--- config.mk ---
export PLATFORM = sky130hd
export DESIGN_NAME = bp_update_engine
export DESIGN_NICKNAME = d
export VERILOG_FILES = /design/src/rtl/bp_update_engine.sv
export SDC_FILE = /design/constraint.sdc
export NUM_CORES = 1
export LEC_CHECK = 0
export ABC_CLOCK_PERIOD_IN_PS = 7550
export CORE_MARGIN = 5
export CORE_UTILIZATION = 57
export CTS_BUF_LIST = sky130_fd_sc_hd__clkbuf_4
export DETAILED_ROUTE_END_ITERATION = 8
export GPL_ROUTABILITY_DRIVEN = 0
export PLACE_DENSITY = 0.84
export SYNTH_ARGS = -nofsm -noshare
export SYNTH_HDL_FRONTEND = slang
export SYNTH_SLANG_ARGS = --single-unit
export TNS_END_PERCENT = 20
--- constraint.sdc ---
create_clock -name clk -period 7.55 [get_ports clk]
set_input_delay 1.51 -clock clk [delete_from_list [all_inputs] [get_ports clk]]
set_output_delay 1.51 -clock clk [all_outputs]
set_load 0.005 [all_outputs]
--- src/rtl/bp_update_engine.sv ---
// Branch predictor update engine: write side of the BTB + 2-bit direction table.
// Accepts one resolved instruction per cycle, raises a registered flush/redirect on a
// mispredicted branch, and queues table-update packets to the predictor through a small
// valid/ready FIFO. After reset it first sweeps every table entry to the invalid state.

module bp_update_engine #(
  parameter int unsigned IDX_BITS   = 8,
  parameter int unsigned FIFO_DEPTH = 4
) (
  input  logic                 clk,
  input  logic                 reset,
  // Resolve stage
  input  logic                 res_valid,
  output logic                 res_ready,
  input  logic                 res_is_branch,
  input  logic [15:0]          res_pc,
  input  logic                 res_pred_taken,
  input  logic [15:0]          res_pred_target,
  input  logic                 res_taken,
  input  logic [15:0]          res_target,
  // Fetch redirect
  output logic                 flush,
  output logic [15:0]          redirect_pc,
  // Predictor update port
  output logic                 upd_valid,
  input  logic                 upd_ready,
  output logic                 upd_clear,
  output logic [IDX_BITS-1:0]  upd_index,
  output logic [15-IDX_BITS:0] upd_tag,
  output logic [15:0]          upd_target,
  output logic                 upd_taken,
  // Status
  output logic                 init_done,
  output logic [15:0]          branch_count,
  output logic [15:0]          mispred_count
);

  localparam int unsigned TagBits = 16 - IDX_BITS;
  localparam int unsigned PtrW    = (FIFO_DEPTH > 1) ? $clog2(FIFO_DEPTH) : 1;

  typedef struct packed {
    logic [IDX_BITS-1:0] idx;
    logic [TagBits-1:0]  tag;
    logic [15:0]         target;
    logic                taken;
  } pkt_t;

  typedef enum logic [0:0] {StInit, StRun} state_e;

  state_e              state_q, state_d;
  logic [IDX_BITS-1:0] sweep_idx_q, sweep_idx_d;

  pkt_t                fifo_mem_q [FIFO_DEPTH];
  logic [PtrW-1:0]     wr_ptr_q, wr_ptr_d;
  logic [PtrW-1:0]     rd_ptr_q, rd_ptr_d;
  logic [PtrW:0]       count_q, count_d;

  logic                flush_q, flush_d;
  logic [15:0]         redirect_q, redirect_d;
  logic [15:0]         branch_cnt_q, branch_cnt_d;
  logic [15:0]         mispred_cnt_q, mispred_cnt_d;

  logic                fifo_empty;
  logic                fifo_full;
  logic                accept_br;
  logic                mis;
  logic                upd_fire;
  logic                push;
  logic                pop;
  pkt_t                head;
  pkt_t                new_pkt;

  // Handshake decode and misprediction detection
  always_comb begin
    fifo_empty = (count_q == '0);
    fifo_full  = (count_q == (PtrW + 1)'(FIFO_DEPTH));
    // Full blocks acceptance even if a pop happens this cycle, keeping ready off the pop path
    res_ready  = (state_q == StRun) && !fifo_full;
    accept_br  = res_valid && res_ready && res_is_branch;
    mis        = (res_pred_taken != res_taken) ||
                 (res_taken && (res_pred_target != res_target));
    upd_fire   = upd_valid && upd_ready;
    push       = accept_br;
    pop        = (state_q == StRun) && upd_fire;
    new_pkt    = '{idx:    res_pc[IDX_BITS-1:0],
                   tag:    res_pc[15:IDX_BITS],
                   target: res_target,
                   taken:  res_taken};
  end

  // FSM state register
  always_ff @(posedge clk) begin
    if (reset) begin
      state_q     <= StInit;
      sweep_idx_q <= '0;
    end else begin
      state_q     <= state_d;
      sweep_idx_q <= sweep_idx_d;
    end
  end

  // FSM next state: sweep advances only on a completed handshake
  always_comb begin
    state_d     = state_q;
    sweep_idx_d = sweep_idx_q;
    unique case (state_q)
      StInit: begin
        if (upd_fire) begin
          sweep_idx_d = sweep_idx_q + 1'b1;
          if (sweep_idx_q == '1) begin
            state_d = StRun;
          end
        end
      end
      StRun:   state_d = StRun;
      default: state_d = StInit;
    endcase
  end

  // FSM outputs: sweep packets bypass the FIFO during INIT
  always_comb begin
    head = fifo_mem_q[rd_ptr_q];
    unique case (state_q)
      StInit: begin
        upd_valid  = 1'b1;
        upd_clear  = 1'b1;
        upd_index  = sweep_idx_q;
        upd_tag    = '0;
        upd_target = 16'hFFFF;
        upd_taken  = 1'b0;
        init_done  = 1'b0;
      end
      default: begin
        upd_valid  = !fifo_empty;
        upd_clear  = 1'b0;
        upd_index  = head.idx;
        upd_tag    = head.tag;
        upd_target = head.target;
        upd_taken  = head.taken;
        init_done  = 1'b1;
      end
    endcase
  end

  // FIFO pointer and occupancy next state
  always_comb begin
    wr_ptr_d = wr_ptr_q;
    rd_ptr_d = rd_ptr_q;
    count_d  = count_q;
    if (push) begin
      wr_ptr_d = wr_ptr_q + 1'b1;
    end
    if (pop) begin
      rd_ptr_d = rd_ptr_q + 1'b1;
    end
    unique case ({push, pop})
      2'b10:   count_d = count_q + 1'b1;
      2'b01:   count_d = count_q - 1'b1;
      default: count_d = count_q;
    endcase
  end

  // FIFO control registers
  always_ff @(posedge clk) begin
    if (reset) begin
      wr_ptr_q <= '0;
      rd_ptr_q <= '0;
      count_q  <= '0;
    end else begin
      wr_ptr_q <= wr_ptr_d;
      rd_ptr_q <= rd_ptr_d;
      count_q  <= count_d;
    end
  end

  // FIFO payload storage; contents are don't-care while the pointers say empty
  always_ff @(posedge clk) begin
    if (push) begin
      fifo_mem_q[wr_ptr_q] <= new_pkt;
    end
  end

  // Flush/redirect and saturating statistics next state
  always_comb begin
    flush_d       = accept_br && mis;
    redirect_d    = redirect_q;
    branch_cnt_d  = branch_cnt_q;
    mispred_cnt_d = mispred_cnt_q;
    if (accept_br && mis) begin
      redirect_d = res_taken ? res_target : (res_pc + 16'd1);
    end
    if (accept_br && (branch_cnt_q != 16'hFFFF)) begin
      branch_cnt_d = branch_cnt_q + 16'd1;
    end
    if (accept_br && mis && (mispred_cnt_q != 16'hFFFF)) begin
      mispred_cnt_d = mispred_cnt_q + 16'd1;
    end
  end

  // Flush/redirect and statistics registers
  always_ff @(posedge clk) begin
    if (reset) begin
      flush_q       <= 1'b0;
      redirect_q    <= '0;
      branch_cnt_q  <= '0;
      mispred_cnt_q <= '0;
    end else begin
      flush_q       <= flush_d;
      redirect_q    <= redirect_d;
      branch_cnt_q  <= branch_cnt_d;
      mispred_cnt_q <= mispred_cnt_d;
    end
  end

  assign flush         = flush_q;
  assign redirect_pc   = redirect_q;
  assign branch_count  = branch_cnt_q;
  assign mispred_count = mispred_cnt_q;

endmodule

### Word level (Yosys, flattened, before mapping)

Memory sizes are Yosys's and may differ from the RTL's. A register that Yosys moved wholly into a read port is not among the register bits.
Index checks and enable logic that the tools add are counted.
W data, S select, Z words.

| operators by class | value |
|---|---|
| add/sub/neg operators | 8 |
| eq/ne operators | 8 |
| multiplexer cells | 16 |
| bitwise gates (word level) | 1 |
| reductions and logical operators | 15 |

Operators by type and width:

| kind | count |
|---|---|
| $add A16 B1 Y16 const B | 3 |
| $mux W16 | 2 |
| $ne A16 B16 Y1 const B | 2 |
| $mux W8 | 2 |
| $ne A16 B16 Y1 | 1 |
| $logic_and A1 B1 Y1 | 9 |
| $add A8 B1 Y8 const B | 1 |
| $eq A8 B8 Y1 const B | 1 |
| $mux W1 | 8 |
| $pmux W3 S2 | 1 |
| $add A2 B1 Y2 const B | 2 |
| $mux W2 | 2 |
| $add A3 B1 Y3 const B | 1 |
| $eq A3 B3 Y1 const B | 1 |
| $logic_not A3 Y1 | 1 |
| $sub A3 B1 Y3 const B | 1 |
| $eq A2 B1 Y1 const B | 1 |
| $eq A2 B2 Y1 const B | 1 |
| $logic_not A1 Y1 | 2 |
| $pmux W1 S2 | 1 |
| $reduce_and A2 Y1 | 1 |
| $reduce_bool A2 Y1 | 1 |
| $logic_or A1 B1 Y1 | 1 |
| $ne A1 B1 Y1 | 1 |
| $not A1 Y1 | 1 |

| word-level totals | value |
|---|---|
| register bits | 65 |
| RAM bits | 132 |
| input port bits | 55 |
| output and inout bits | 86 |
| word-level logic and storage cells | 58 |
| memories kept | 1 |

Memory list:

| name | depth | width | read ports | clocked after Yosys merged registers in | wr ports | line | text |
|---|---|---|---|---|---|---|---|
| fifo_mem_q | 4 | 33 | 1 | 1 | 1 | 53 | `pkt_t fifo_mem_q [FIFO_DEPTH];` |

### Depth between registers and ports, before layout

Gate-level depths: netlist of the first run.

| depth | value |
|---|---|
| depth in word-level cells | 7 |
| depth in mapped cells | 11 |
| mapped depth without buffers | 10 |

### Least setup slack after synthesis of the first run

No wires, ideal clock.

| path | value |
|---|---|
| path kind | reg-to-output |
| start point | register (tool-made name) |
| end point | output port upd_index[2] |
| data arrival time | 1665 ps |
| required time | 6040 ps |
| path slack | 4375 ps |
| stages on the path, launching flop included | 5 |
| path buffers | 2 |
| cells stage by stage | dfxtp_1 > clkbuf_1 > buf_2 > mux4_2 > mux2_2 |

RTL lines:

| what | line | text |
|---|---|---|
| to (decl) | 28 | `output logic [IDX_BITS-1:0] upd_index,` |

==> metrics.md, run 1 <==
| Metric | Value |
|---|---|
| Tot GR Track Use | 23.1% |
| # fillers | a little over 1000 |
| Die H | roughly 130 um |
| Asr flop ratio synth | 0% |
| Register area share after synthesis | between 60% and 70% |
| Htree depth | 4 |
| DRC | 0 |
| Buffers added on ports | between 100 and 150 |
| First-pass GRT wire length | 31900 um |
| N_diodes | 0 |
| Main flop type after synthesis | edfxtp_1 |
| Total congestion overflow | 0 |
| Top cell type by total area after synthesis | edfxtp_1 |
| # hold bufs at CTS | 0 |
| Die X | approximately 130 um |
| RSZ-0062 raised after global routing | false |
| Syn_area_per_cell | 13.3 um2 |
| Pwr/cell area | 170 nW/um2 |
| Largest net degree at the start of global routing | 74 |
| Finished layout cell area | 10400 um2 |
| Fin. max-slew vios | 0 |
| Clk slew on worst S/H paths | 140 ps |
| Vias | 5771 |
| IO Pins | 141 |
| 1st-iter DRT viols | 537 |
| Setup CP Type | flop to output port |
| Setup violations, final | 0 |
| Fin cells | slightly below 1000 |
| Vias per cell | 5.84 |
| Placed inst area | approximately 10000 um2 |
| Fmax | between 200 and 250 MHz |
| Max VDD drop | 0.0000819 V |
| Starting Density | 57.3% |
| CTS tree | yes |
| Flops & latches, synth | 199 |
| Crit Path Max Fanout | 23 |
| Tcrit/Tclk final | between 60% and 70% |
| DRT antenna net count | 0 |
| Period minus WS final | 4540 ps |
| Clock Sinks | 199 |
| Post-cts resize count | 0 |
| Wire per inst | roughly 20 um |
| Clk buf depth | 2 |
| Final hold vios | 0 |
| Syn nets | 713 |
| Initial antenna violation count | 0 |
| Setup tns final | 0 ps |
| WP data required | 6040 ps |
| CP endpoint kind | output port |
| Fraction of layout cells with a size suffix above 1 | between 10% and 20% |
| Core ar. | 15000 um2 |
| Post-Syn Area | 8620 um2 |
| Post-detail-place hpwl | 13700 um |
| Static Leak | roughly 3.4 nW |
| Synth Warn # | 0 |
| HP Class | flop to flop |
| Worst-Skew Late Latency | 570 ps |
| Worst slew margin | 19.9% |
| Placed Cells | ~960 |
| Clk root buf | clkbuf_4 |
| Synth cell types | 48 |
| Worst Skew | 7.59 ps |
| Post-CTS Setup Inserts | 0 |
| Ranking of synthesized cells by area | edfxtp_1 (46%), dfxtp_1 (16%), mux4_2 (8.6%) |
| Slew @ Worst Pin | about 1200 ps |
| Synth-to-layout area growth | 21.2% |
| Post-synth EDFFs | 132 |
| Nets | 853 |
| Max-cap viol count | 0 |
| Num CTS Buffers | 17 |
| Critical Path Start Type | flop |
| Post-Route Utilization | 69.5% |
| FP Rows | 45 |
| DRT Wirelength | 19900 um |
| Hold WS | 482 ps |
| Post-synthesis cell count | 648 |
| Crit path DAT | slightly above 3000 ps |
| Pre-antenna DRT Iters | 5 |
| Via count of the first global-routing pass | 5760 |
| Die area | 17700 um2 |
| Yosys top cell area share | 46.0% |
| Status | completed |
## through the flow
step	setup slack, ps	total power (W)
floorplan	4380	0.00121
global placement	3000	0.00127
detailed placement	2910	0.00127
CTS	2890	0.00179
global route	2780	0.00185
finish	3010	0.00178
## path summary, 6_finish.rpt
| kind | start | end | slack [ps] | cells past startpoint |
|---|---|---|---|---|
| setup / recovery | flop | upd_index[6] | 3010 | 4 |
| hold / removal | redirect_pc[15] | redirect_pc[15] | 480 | 2 |
| setup reg to reg | state_q | mispred_count[7] | 4690 | 7 |
| hold reg to reg | redirect_pc[15] | redirect_pc[15] | 480 | 2 |
## area by class of cell
type | instances | area (um2) | share of cell area [%]
Clock buffer | 20 | 150 | 1.44
Timing Repair Buffer | 149 | 1460 | 14.0
Inverter | 14 | 55.1 | 0.527
Sequential cell | 199 | 5310 | 50.8
Tap cell | 188 | 235 | 2.25
Multi-Input combinational cell | 407 | 3120 | 29.9
Clock inverter | 12 | 111 | 1.07
## cell usage after synthesis, types with 2 or more instances
cell and number:
and3_1 5, or3_1 11, edfxtp_1 132, inv_1 12
or3b_1 2, xor2_1 34, nand3_1 26, nor3_1 10
buf_6 3, nand2_1 33, nor2b_1 7, and2_1 14
o31ai_1 4, mux2_2 16, nand2b_1 16, buf_2 4
nand4_1 13, buf_1 3, mux2i_1 12, o21ai_0 22
ha_1 9, dfxtp_1 67, and4_1 3, a211o_1 3
mux4_2 33, nor2_1 70, xnor2_1 17, or4_1 5
nor4_1 8, a21oi_1 20, clkbuf_1 17
## where the power goes
part | leakage, nW | internal [W] | total (W) | switching, W
clock network | 0.145 | 0.000201 | 0.000534 | 0.000332
registers | 1.73 | 0.00116 | 0.00116 | 0.00000140
logic | 1.51 | 0.0000400 | 0.0000850 | 0.0000450
total | 3.38 | 0.00140 | 0.00178 | 0.000379
## cell families (layout without fill, tap and decap cells)
kind of cell | count (synthesis) | after routing | synth area share, %
flops | 199 | 199 | 61.5
simple gates | 227 | 227 | 13.4
buf+inv | 42 | 195 | 2.22
fa+ha+maj | 10 | 10 | 1.54
xor+xnor | 51 | 51 | 5.18
mux | 61 | 61 | 12.1
compound gates | 58 | 58 | 4.04
## placed cells by master, fill, tap and decap left out, drive strengths merged, types with 10 or more instances in the layout
cell           count
buf               10
nand2             33
o21ai             24
xnor2             17
mux4              33
dfxtp             67
nand3             26
and2              15
mux2              16
xor2              34
or3               11
edfxtp           132
clkbuf            20
nand2b            16
nor3              10
nand4             13
nor2              70
a21oi             20
mux2i             12
inv               13
clkdlybuf4s50    139
## flip-flops by register name, indices dropped and copies added, names as in the netlist, named ones only
name,flops
branch_count,16
rd_ptr_q,2
count_q,3
fifo_mem_q,132
wr_ptr_q,2
mispred_count,16
sweep_idx_q,8
state_q,1
flush,1
redirect_pc,16
## routing by layer
layer  part of all wire (%)  wire length [um]  vias up  track usage (%)
met2                     49              9820      226             37.9
met3                    7.8              1550       27             6.84
met5                      0                 0        -                0
met4                    2.1               414        0             7.62
met1                     41              8070     2843             29.7
li1                       -                 -     2675                -
## critical path: stages, from the launching register on
cell             delay, ps
dfxtp_2                630
buf_4                  510
mux4_2                 580
mux2_2                 280
clkdlybuf4s50_1        450
Note: power is estimated with default switching activity, not from simulation.
==> run 2, diff against run 1 <==
--- a/config.mk
+++ b/config.mk
@@ -5,13 +5,13 @@
 export SDC_FILE = /design/constraint.sdc
 export NUM_CORES = 1
 export LEC_CHECK = 0
-export ABC_CLOCK_PERIOD_IN_PS = 7550
+export ABC_CLOCK_PERIOD_IN_PS = 4750
 export CORE_MARGIN = 5
-export CORE_UTILIZATION = 57
+export CORE_UTILIZATION = 55
 export CTS_BUF_LIST = sky130_fd_sc_hd__clkbuf_4
 export DETAILED_ROUTE_END_ITERATION = 8
 export GPL_ROUTABILITY_DRIVEN = 0
-export PLACE_DENSITY = 0.84
+export PLACE_DENSITY = 0.82
 export SYNTH_ARGS = -nofsm -noshare
 export SYNTH_HDL_FRONTEND = slang
 export SYNTH_SLANG_ARGS = --single-unit
==> constraint.sdc (replaced) <==
create_clock -name clk -period 4.75 [get_ports clk]
set_input_delay 0.95 -clock clk [delete_from_list [all_inputs] [get_ports clk]]
set_output_delay 0.95 -clock clk [all_outputs]
set_load 0.005 [all_outputs]
==> metrics.md, run 2 (same netlist as run 1, synthesis figures left out) <==
| Metric | Value |
|---|---|
| Wire per inst | 20.1 um (about the same) |
| Slowest CP cell | dfxtp_2 (unchanged) |
| 1st-iter DRT viols | 432 (was 537) |
| CTS tree | yes (unchanged) |
| Tcrit/Tclk final | roughly 80% |
| Num CTS Buffers | 17 (unchanged) |
| FP Rows | 45 (unchanged) |
| Period minus WS final | around 3800 ps |
| CP endpoint kind | output port (unchanged) |
| Fmax | between 200 and 300 MHz |
| Initial antenna violation count | 0 (unchanged) |
| Crit Path Max Fanout | 13 (was 23) |
| Via count of the first global-routing pass | 5978 (was 5760) |
| Die X | 135 um (was 133 um) |
| CP cell instances | buf_4 -> mux4_2 -> nand2b_1 -> clkdlybuf4s50_1 (was buf_4 -> mux4_2 -> mux2_2 -> clkdlybuf4s50_1) |
| Reg power frac | 63.8% (was 65.2%) |
| Max-cap viol count | 0 (unchanged) |
| Fraction of layout cells with a size suffix above 1 | 12.4% (was 12.0%) |
| Tot GR Track Use | 23.0% (was 23.1%) |
| Status | completed (unchanged) |
| Int Power | 0.00227 W (was 0.00140 W) |
| Clk slew on worst S/H paths | 130 ps (was 140 ps) |
| WP data required | 3800 ps (was 6040 ps) |
| IO Pins | 141 (unchanged) |
| Post-detail-place hpwl | 14200 um (was 13700 um) |
| Largest net degree at the start of global routing | 43 (was 74) |
| NetSw | 0.000619 W (was 0.000379 W) |
| First-pass GRT wire length | 32600 um (was 31900 um) |
| Max VDD drop | 0.000123 V (was 0.0000819 V) |
| Post-CTS Setup Inserts | 0 (unchanged) |
| RSZ-0062 raised after global routing | false (unchanged) |
| DRT antenna net count | 0 (unchanged) |
| Synth-to-layout area growth | 22.6% (was 21.2%) |
| Combinational Power Share | 4.7% (was 4.8%) |
| Core ar. | 15300 um2 (was 15000 um2) |
| Fin. max-slew vios | 0 (unchanged) |
| Buffers added on ports | 140 (unchanged) |
| Setup tns final | 0 ps (unchanged) |
| Final hold vios | 0 (unchanged) |
| Worst slew margin | 39.0% (was 19.9%) |
| Clk pwr share | 31.5% (was 30.0%) |
| Pwr/cell area | 274 nW/um2 (was 170 nW/um2) |
| DRT Wirelength | 20400 um (was 19900 um) |
| Static Leak | 3.42 nW (was 3.38 nW) |
| Post-Route Utilization | 69.0% (was 69.5%) |
| Vias | 5849 (was 5771) |
| Max stage delay on crit path | 610 ps (was 630 ps) |
| Worst-Skew Late Latency | 560 ps (was 570 ps) |
| Die H | 135 um (was 133 um) |
| Slew @ Worst Pin | 914 ps (was 1200 ps) |
| DRC | 0 (unchanged) |
| Clk buf depth | 2 (unchanged) |
| Post-cts resize count | 0 (unchanged) |
| Register with the most flip-flops | fifo_mem_q (unchanged) |
| Setup violations, final | 0 (unchanged) |
| Worst Hold Depth | 2 (unchanged) |
| Worst Skew | 24.5 ps (was 7.59 ps) |
| N_diodes | 0 (unchanged) |
| Commonest non-fill, non-tap cells in the layout | clkdlybuf4s50_1 (139), edfxtp_1 (132), nor2_1 (70) (unchanged) |
| # hold bufs at CTS | 0 (unchanged) |
| HP Class | flop to flop (unchanged) |
| Max reg flops | 132 (unchanged) |
| Commonest non-fill, non-tap cell in the layout | clkdlybuf4s50_1 (unchanged) |
| Total congestion overflow | 0 (unchanged) |
| Net Sw Frac | 21.4% (was 21.3%) |
| Vias per cell | 5.76 (was 5.84) |
| Htree depth | 4 (unchanged) |
| Nets | 856 (was 853) |
| Clock Sinks | 199 (unchanged) |
| Reg-to-reg slack, setup | 1800 ps (was 4690 ps) |
| Critical Path Start Type | flop (unchanged) |
| Setup CP Type | flop to output port (unchanged) |
| Starting Density | 56.3% (was 57.3%) |
| Crit path DAT | 2800 ps (was 3030 ps) |
| Die area | 18300 um2 (was 17700 um2) |
| Register-to-Register Path Depth | 4 (was 7) |
| Pre-antenna DRT Iters | 5 (unchanged) |
| Clk root buf | clkbuf_4 (unchanged) |
run 2: cell count changes in the layout (fill, tap and decap cells not counted):
cell	delta
buf_12	+3
clkbuf_4	-2
bufinv_16	+1
clkinv_1	-1
clkinvlp_4	-1
inv_6	+2
clkinv_4	+1
run 2: final cells by class:
type / count / area, um2
Tap cell: 211 / 264
Clock inverter: 14 / 156
Sequential cell: 199 / 5310
Clock buffer: 18 / 135
Timing Repair Buffer: 152 / 1520
Fill cell: 1093 / 4750
Multi-Input combinational cell: 407 / 3120
Inverter: 14 / 55.1
run 2: critical path, delay by kind of cell (launching register included):
family	cells	cell delay, ps
multiplexers	1	560
buffers and inverters	2	910
flip-flops	1	610
AND/OR/NAND/NOR	1	160
run 2: power by group through the flow:
stage | sequential (W) | combinational [W] | clock, W
2_1_floorplan | 0.00188 | 0.0000442 | 0
3_3_place_gp | 0.00188 | 0.000129 | 0
3_5_place_dp | 0.00188 | 0.000134 | 0
4_1_cts | 0.00185 | 0.000136 | 0.000929
5_1_grt | 0.00185 | 0.000148 | 0.00101
6_report | 0.00185 | 0.000137 | 0.000911
run 2: worst paths after layout:
check / start / to
max: flop / upd_target[13]
max reg2reg: state_q / fifo_mem_q[2][26]
min: redirect_pc[14] / redirect_pc[14]
min reg2reg: redirect_pc[14] / redirect_pc[14]
run 2: per-layer routing:
layer	up-vias	track usage [%]	share of wire, %	routed length, um
li1	2684	-	-	-
met5	-	0	0	0
met4	0	6.77	1.9	384
met3	35	6.02	8.8	1790
met1	2853	30.2	40	8230
met2	277	38.2	49	10000
run 2: through the flow:
| step | instance area (um2) | power (W) | hold slack [ps] | worst slack, ps | std cells |
|---|---|---|---|---|---|
| final | 10600 | 0.00289 | 496 | 998 | 1015 |
| after global routing | 10600 | 0.00300 | 530 | 774 | 1015 |
| after CTS | 10600 | 0.00291 | 501 | 902 | 1015 |
| after detailed placement | 10300 | 0.00202 | 481 | 849 | 983 |
| after global placement | 10300 | 0.00201 | 459 | 1000 | 983 |
| after floorplan | 8620 | 0.00193 | 453 | 2140 | 648 |
==> run 3, diff against run 2 <==
--- a/config.mk
+++ b/config.mk
@@ -5,13 +5,13 @@
 export SDC_FILE = /design/constraint.sdc
 export NUM_CORES = 1
 export LEC_CHECK = 0
-export ABC_CLOCK_PERIOD_IN_PS = 4750
+export ABC_CLOCK_PERIOD_IN_PS = 3250
 export CORE_MARGIN = 5
-export CORE_UTILIZATION = 55
+export CORE_UTILIZATION = 50
 export CTS_BUF_LIST = sky130_fd_sc_hd__clkbuf_4
 export DETAILED_ROUTE_END_ITERATION = 8
 export GPL_ROUTABILITY_DRIVEN = 0
-export PLACE_DENSITY = 0.82
+export PLACE_DENSITY = 0.78
 export SYNTH_ARGS = -nofsm -noshare
 export SYNTH_HDL_FRONTEND = slang
 export SYNTH_SLANG_ARGS = --single-unit
==> constraint.sdc (replaced) <==
create_clock -name clk -period 3.25 [get_ports clk]
set_input_delay 0.65 -clock clk [delete_from_list [all_inputs] [get_ports clk]]
set_output_delay 0.65 -clock clk [all_outputs]
set_load 0.005 [all_outputs]
==> metrics.md, run 3 (same netlist as run 1, synthesis figures left out) <==
| Metric | Value |
|---|---|
| Met2 routed WL | 9830 um (was 10000 um) |
| Total power draw | 0.00416 W (was 0.00289 W) |
| Max reg flops | 132 (unchanged) |
| 1st-iter DRT viols | 394 (was 432) |
| Clk pwr share | 30.4% (was 31.5%) |
| Nets | 857 (was 856) |
| Max VDD drop | 0.000181 V (was 0.000123 V) |
| CP endpoint kind | output port (unchanged) |
| Register with the most flip-flops | fifo_mem_q (unchanged) |
| Slowest CP cell | mux4_2 (was dfxtp_2) |
| Period minus WS final | ~3100 ps |
| Fin. max-slew vios | 0 (unchanged) |
| # fillers | 1282 (was 1093) |
| Total congestion overflow | 0 (unchanged) |
| Post-detail-place hpwl | 13500 um (was 14200 um) |
| Setup CP Type | flop to output port (unchanged) |
| Worst slew margin | 41.7% (was 39.0%) |
| Largest net degree at the start of global routing | 45 (was 43) |
| Pwr/cell area | 394 nW/um2 (was 274 nW/um2) |
| Hold WS | 501 ps (was 496 ps) |
| Net Sw Frac | 23.1% (was 21.4%) |
| Fmax | 319 MHz |
| IO Pins | 141 (unchanged) |
| Clk root buf | clkbuf_4 (unchanged) |
| Buffers added on ports | 140 (unchanged) |
| Crit Path Max Fanout | 17 (was 13) |
| WP data required | 2600 ps (was 3800 ps) |
| Wire per inst | 19.5 um (was 20.1 um) |
| Initial antenna violation count | 1 (was 0) |
| # hold bufs at CTS | 0 (unchanged) |
| DRC | 0 (unchanged) |
| Worst Skew | 21.7 ps (was 24.5 ps) |
| NetSw | 0.000961 W (was 0.000619 W) |
| Combinational Power Share | 4.8% (was 4.7%) |
| Post-Route Utilization | 61.7% (was 69.0%) |
| Tot GR Track Use | 20.4% (was 23.0%) |
| Die area | 20000 um2 (was 18300 um2) |
| DRT Wirelength | 20100 um (was 20400 um) |
| HP Class | flop to flop (unchanged) |
| Crit path DAT | 2490 ps (was 2800 ps) |
| Max-cap viol count | 0 (unchanged) |
| Clk slew on worst S/H paths | 160 ps (was 130 ps) |
| Pre-antenna DRT Iters | 4 (was 5) |
| Starting Density | 50.4% (was 56.3%) |
| WL met1 | 8280 um (was 8230 um) |
| Int Power | 0.00320 W (was 0.00227 W) |
| Synth-to-layout area growth | 22.6% (about the same) |
| Placed inst area | 10300 um2 (about the same) |
| N_diodes | 0 (unchanged) |
| First-pass GRT wire length | 31600 um (was 32600 um) |
| Vias per cell | 5.60 (was 5.76) |
| Clk buf depth | 2 (unchanged) |
| Finished layout cell area | 10600 um2 (about the same) |
| CTS tree | yes (unchanged) |
| CP cell instances | buf_12 -> mux4_2 -> mux2_2 -> clkdlybuf4s50_1 (was buf_4 -> mux4_2 -> nand2b_1 -> clkdlybuf4s50_1) |
| Core ar. | 17100 um2 (was 15300 um2) |
| Clock Sinks | 199 (unchanged) |
| Via count of the first global-routing pass | 5842 (was 5978) |
| Setup violations, final | 0 (unchanged) |
| FP Rows | 48 (was 45) |
| Die X | 141 um (was 135 um) |
| Post-CTS Setup Inserts | 0 (unchanged) |
| Final hold vios | 0 (unchanged) |
| Die H | 141 um (was 135 um) |
| Status | completed (unchanged) |
| DRT antenna net count | 0 (unchanged) |
| Max stage delay on crit path | 540 ps (was 610 ps) |
| Met3 WL | 1450 um (was 1790 um) |
| Fraction of layout cells with a size suffix above 1 | 12.7% (was 12.4%) |
| Static Leak | 3.41 nW (was 3.42 nW) |
| Htree depth | 4 (unchanged) |
| Reg power frac | 64.8% (was 63.8%) |
| Critical Path Start Type | flop (unchanged) |
| Vias | 5773 (was 5849) |
| Top sig layer | met5 (was met4) |
| Num CTS Buffers | 17 (unchanged) |
| Worst-Skew Late Latency | 590 ps (was 560 ps) |
| Tcrit/Tclk final | 96.6% |
| Slew @ Worst Pin | 871 ps (was 914 ps) |
| Commonest non-fill, non-tap cell in the layout | clkdlybuf4s50_1 (unchanged) |
| Commonest non-fill, non-tap cells in the layout | clkdlybuf4s50_1 (139), edfxtp_1 (132), nor2_1 (70) (unchanged) |
-- run 3: cell types whose count changed in the layout (fill, tap and decap cells not counted) --
cell	change
clkbuf_16	+1
clkinv_1	-1
clkinv_2	-3
dfxtp_4	+1
clkinv_4	-1
buf_4	+1
inv_8	+2
buf_6	+1
bufinv_16	-2
inv_6	+5
dfxtp_2	-1
buf_12	-2
-- run 3: worst max-delay path, delay by kind of cell, from the launching register on --
kind	cells	cell delay [ps]
DFF	1	430
buffers and inverters	2	660
muxes	2	820
-- run 3: cell type report --
type / instances / area (um2) / area share, %
clock inverter: 14 / 135 / 1.28
timing repair buffer: 153 / 1530 / 14.5
sequential: 199 / 5310 / 50.2
inverter: 14 / 55.1 / 0.521
tap: 225 / 282 / 2.66
clock buffer: 18 / 135 / 1.28
multi-input combinational: 407 / 3120 / 29.6
-- run 3: what timing repair did --
action	CTS	global route
setup endpoints to repair	0	9
endpoints found under the hold margin	0	0
resized for setup	0	2
-- run 3: metal layers --
layer / vias up / track usage, %
met5: - / 0
met4: 2 / 7.55
met3: 41 / 5.26
met2: 215 / 33.0
met1: 2823 / 26.9
li1: 2692 / -
-- run 3: through the flow --
| stage | setup TNS [ps] | setup slack (ps) | cells |
|---|---|---|---|
| after floorplan | 0 | 794 | 648 |
| after global placement | 0 | 209 | 997 |
| after detailed placement | 0 | 145 | 997 |
| after CTS | 0 | 1.32 | 1029 |
| after global routing | -1.38 | -1.38 | 1030 |
| final | 0 | 111 | 1030 |
-- run 3: power groups by stage --
stage	Clock, W	Sequential (W)	Combinational (W)
global placement	0	0.00275	0.000192
global route	0.00143	0.00270	0.000212
floorplan	0	0.00275	0.0000646
CTS	0.00129	0.00270	0.000198
detailed placement	0	0.00275	0.000197
finish	0.00126	0.00270	0.000198
-- run 3: worst paths after layout --
path / startpoint / endpoint / slack (ps) / depth (start not counted)
max reg2reg: count_q[0] / count_q[2] / 580 / 10
min reg2reg: redirect_pc[14] / redirect_pc[14] / 500 / 2
max: flop / upd_index[2] / 110 / 4
min: redirect_pc[14] / redirect_pc[14] / 500 / 2
